`config.mk`:
```
export PLATFORM = sky130hd
export DESIGN_NAME = instruction_fetch
export DESIGN_NICKNAME = d
export VERILOG_FILES = /design/src/rtl/instruction_fetch.sv
export SDC_FILE = /design/constraint.sdc
export NUM_CORES = 1
export LEC_CHECK = 0
export ABC_CLOCK_PERIOD_IN_PS = 2300
export CORE_UTILIZATION = 40
export DETAILED_ROUTE_END_ITERATION = 10
export GPL_TIMING_DRIVEN = 0
export PLACE_DENSITY = 0.82
export SLEW_MARGIN = 0
export SYNTH_ARGS = -nofsm -noshare
export SYNTH_HDL_FRONTEND = slang
export SYNTH_SLANG_ARGS = --single-unit
```
`constraint.sdc`:
```
create_clock -name Clock -period 2.3 [get_ports Clock]
set_input_delay 0.345 -clock Clock [delete_from_list [all_inputs] [get_ports Clock]]
set_output_delay 0.345 -clock Clock [all_outputs]
set_load 0.05 [all_outputs]
```
`src/rtl/instruction_fetch.sv`:
```
// Fetch stage: holds the byte PC, drives the instruction ROM through its read
// latency and latches the returned word into IR with a one-cycle FetchDone pulse.
module instruction_fetch #(
    parameter int          ADDR_WIDTH  = 8,
    parameter int          DATA_WIDTH  = 32,
    parameter int          MEM_LATENCY = 1,
    parameter logic [31:0] RESET_PC    = 32'h0
) (
    input  logic                  Clock,
    input  logic                  Reset,
    input  logic                  Enable,
    input  logic                  FetchStart,
    input  logic                  PCLoad,
    input  logic [31:0]           PCIn,
    output logic [ADDR_WIDTH-1:0] MemAddress,
    output logic                  MemRead,
    input  logic [DATA_WIDTH-1:0] MemData,
    output logic [DATA_WIDTH-1:0] IR,
    output logic [31:0]           PC,
    output logic [31:0]           InstrAddr,
    output logic                  Busy,
    output logic                  FetchDone
);

    typedef enum logic [1:0] {
        IDLE    = 2'd0,
        READ    = 2'd1,
        CAPTURE = 2'd2
    } state_t;

    localparam logic [2:0] LAST_READ = 3'(MEM_LATENCY - 1);

    state_t                  state, state_nxt;
    logic [2:0]              cnt, cnt_nxt;
    logic [31:0]             pc_p1;
    logic [DATA_WIDTH-1:0]   ir_p1;
    logic [31:0]             instr_addr_p1;
    logic                    done_vld_p1;

    function automatic logic [31:0] word_align(input logic [31:0] addr);
        return addr & 32'hFFFF_FFFC;
    endfunction

    always_comb begin
        state_nxt = state;
        cnt_nxt   = cnt;
        unique case (state)
            IDLE: begin
                if (!PCLoad && FetchStart) begin
                    state_nxt = READ;
                    cnt_nxt   = '0;
                end
            end
            READ: begin
                cnt_nxt = cnt + 3'd1;
                if (cnt == LAST_READ) begin
                    state_nxt = CAPTURE;
                end
            end
            CAPTURE: state_nxt = IDLE;
            default: state_nxt = IDLE;
        endcase
    end

    // Capture boundary: IR, InstrAddr and the done pulse register together.
    always_ff @(posedge Clock) begin
        if (Reset) begin
            state         <= IDLE;
            cnt           <= '0;
            pc_p1         <= RESET_PC;
            ir_p1         <= '0;
            instr_addr_p1 <= '0;
            done_vld_p1   <= 1'b0;
        end else if (Enable) begin
            state       <= state_nxt;
            cnt         <= cnt_nxt;
            done_vld_p1 <= (state == CAPTURE);
            if (state == IDLE && PCLoad) begin
                pc_p1 <= word_align(PCIn);
            end
            if (state == CAPTURE) begin
                ir_p1         <= MemData;
                instr_addr_p1 <= pc_p1;
                pc_p1         <= pc_p1 + 32'd4;
            end
        end
    end

    // A pulse pending while Enable is low is held and shown once Enable returns.
    assign MemAddress = pc_p1[ADDR_WIDTH+1:2];
    assign MemRead    = Enable && (state == READ);
    assign FetchDone  = Enable && done_vld_p1;
    assign Busy       = (state != IDLE);
    assign IR         = ir_p1;
    assign PC         = pc_p1;
    assign InstrAddr  = instr_addr_p1;

endmodule

```
==> summary.txt <==
Power
  – Leak: 2.34 nW
  – Total Power: 0.00394 W
  – Pwr dens: 569 nW/um^2
  – Largest vdd supply drop: 406 uV

Clock tree
  – Hold Buf Count CTS: 0
  – CTS tree: done
  – CTS Buffer Depth: 2
  – Reg clk slew, reported paths: 70 ps
  – Clk_lat worst skew: 360 ps
  – Root Buffer: clkbuf_16
  – H-tree levels: 3
  – CTS buffer count: 9
  – Clock Sink Count: 98

Yosys
  – Most common flop cell mapped by yosys: dfxtp_1
  – Synthesized instance count: 613
  – Syn Area/Cell: 7.71 um^2
  – Synth unique cells: 63
  – Area leader, netlist: dfxtp_1
  – Number of synthesized flops with an enable pin: 0
  – Main area contributors after synthesis: dfxtp_1 (42%), nand2_1 (12%), a21oi_1 (9.2%)
  – Ys Warns: 0
  – Mapped cell area: 4720 um^2
  – Synth top area share: 0.415
  – Seq cells post-synth: 98
  – Sequential area share after synthesis: 0.415
  – Async S/R FF share, synth: 0

STA
  – Fin crit share: 0.964
  – Final slew viol count: 0
  – Clock Skew: 9.31 ps
  – Max-slew headroom: 0.459
  – Hold WS: 452 ps
  – Achievable Freq: 0.451 GHz
  – Tmin final: 2220 ps
  – Hold Vio Cnt, Final: 0
  – Slew @ Worst Pin: 805 ps
  – Setup violators final: 0

Worst setup path
  – Setup CP Type: flop to flop
  – Worst Setup Start Kind: flop
  – Worst path required time: 2580 ps
  – Worst R2R Setup Slack: 80 ps
  – Worst reg2reg path depth: 6
  – Reg-to-Reg End: PC[26]$_SDFFE_PP0P_
  – Crit path DAT: 2500 ps
  – Slowest cell on crit path: or4_1
  – Critical path fanouts, max: 9
  – R2R Path Start: PC[2]$_SDFFE_PP0P_
  – Slowest cell delay on critical path: 530 ps
  – CP Cell Sequence: ha_2 -> nand3_4 -> or4_1 -> buf_2 -> or4_1 -> a31oi_1
  – Crit path top cell by count: or4_1
  – Crit path capture type: flop

Layout
  – NumNets Final: 866
  – N_diodes: 0
  – Synth-to-layout area growth: 46.8%
  – Share of cells above drive strength 1: 0.0801
  – Design area: 6930 um^2

Floorplanning
  – Core area: 11,500 um^2
  – Row count: 39
  – Die width: 111 um
  – Initial core utilization: 0.412
  – Die area: 12,200 um^2
  – Die height: 111 um
  – I/O pin total: 176

Detailed routing
  – DRT antenna net count: 0
  – Vias per cell: 5.48
  – Routed via count: 5,159
  – DRC viols: 0
  – 1st-iter DRT viols: 470
  – WL per Instance: 16.2 um
  – Final WL: 15,200 um
  – DRT Pass-1 Iters: 5

Worst hold path
  – End of the worst hold path: IR[0]$_SDFFE_PP0P_
  – Hold crit path type: flop to flop
  – Worst hold stages: 2
  – Hold Startpoint: IR[0]$_SDFFE_PP0P_

Placement
  – Port-buffer cells: 167
  – Post-detail-place hpwl: 11,000 um
  – RD Place Congestion: 0.939
  – DP Area: 6590 um^2

Global route
  – GRT Overall Usage: 0.246
  – Initial antenna violation count: 0
  – Grt ovf: 0
  – Vias in the first global route: 4,687
  – Global-route wire length before repair: 24,200 um
  – Largest net degree at the start of global routing: 18

Flow run
  – Max_cap viols: 0

Outcome
  – Status: finished clean
-- per-stage QoR --
stage / utilization / cells / setup TNS [ps] / setup slack [ps]
3_5_place_dp: 0.575 / 926 / -39920 / -707
6_report: 0.604 / 942 / 0 / 83.2
5_1_grt: 0.604 / 942 / -1.52 / -1.52
3_3_place_gp: 0.575 / 926 / -41870 / -728
4_1_cts: 0.602 / 942 / 0 / 0.348
2_1_floorplan: - / 616 / 0 / 14.6
-- cells by family after synthesis --
family,after synthesis,share of synthesized area
simple gates,261,0.272
compound gates,171,0.218
flops,98,0.415
buf+inv,76,0.0795
mux,3,0.00636
fa+ha+maj,3,0.00795
other cells,1,0.000794
-- state kept, by name (all words and copies together), names as in the netlist --
name,count
done_vld_p1,1
cnt,3
PC,30
state,2
IR,32
InstrAddr,30
-- worst max-delay path, delay by kind of cell, from the launching register on --
family | cells | cell delay, ps
AO/OA/AOI/OAI | 1 | 160
buffers and inverters | 1 | 200
AND/OR/NAND/NOR | 3 | 1120
adder cells (fa/ha/maj) | 1 | 260
flip-flops | 1 | 410
-- worst max path at each step --
stage | start | to | slack [ps] | cells after the start
6_report | PC[2]$_SDFFE_PP0P_ | PC[26]$_SDFFE_PP0P_ | 80 | 6
5_1_grt | PC[7]$_SDFFE_PP0P_ | PC[26]$_SDFFE_PP0P_ | -2 | 6
4_1_cts | Enable | MemRead | 0.3 | 5
3_5_place_dp | Enable | InstrAddr[15]$_SDFFE_PP0P_ | -710 | 7
3_3_place_gp | Enable | InstrAddr[15]$_SDFFE_PP0P_ | -730 | 7
2_1_floorplan | PC[11]$_SDFFE_PP0P_ | PC[19]$_SDFFE_PP0P_ | 10 | 5
-- cells in the final DEF, fill, tap and decap left out, types with 11 or more instances in the layout --
cell type and instances:
a31oi_1 15, buf_4 12, inv_1 13, nor2b_1 11, dfxtp_1 92, o21ai_0 22, a21oi_1 87, clkbuf_1 39
nand2_1 151, clkdlybuf4s50_1 164
-- cell type report --
class / instances / area, um^2
fillers: 1002 / 4540
multi-input cells: 442 / 2430
flip-flops and latches: 98 / 1970
repair buffers: 167 / 1670
plain buffers: 63 / 329
clock buffers: 9 / 225
well taps: 143 / 179
clock inverters: 7 / 75.1
inverters: 13 / 48.8
-- cell usage after synthesis (6+ instances only) --
library cell / number
a21oi_1: 87
a211o_1: 6
nand2_1: 151
buf_4: 12
nor4_1: 11
dfxtp_1: 98
nand4_1: 10
inv_1: 13
clkbuf_1: 41
nor2_1: 10
o21ai_0: 22
nor3_1: 9
nor2b_1: 11
a31oi_1: 15
nand3_1: 8
-- power breakdown --
part           internal, W  switching, W  leakage, nW  total, W
Clock             0.000854      0.000709        0.151   0.00156
Combinational     0.000250      0.000341         1.39  0.000591
Sequential         0.00173     0.0000585        0.796   0.00179
-- layer usage --
metal | up-vias | global-route usage | part of all wire
li1 | 2524 | - | -
met1 | 2312 | 0.322 | 0.42
met2 | 284 | 0.381 | 0.45
met3 | 39 | 0.0656 | 0.10
met4 | 0 | 0.108 | 0.028
met5 | - | 0 | 0
-- timing repair --
item,in CTS,in global routing
setup buffers,0,0
resized for setup,10,11
gates cloned,0,0
setup endpoints to repair,69,65
pin swaps,0,0
Power figures use the tool's default switching activity.
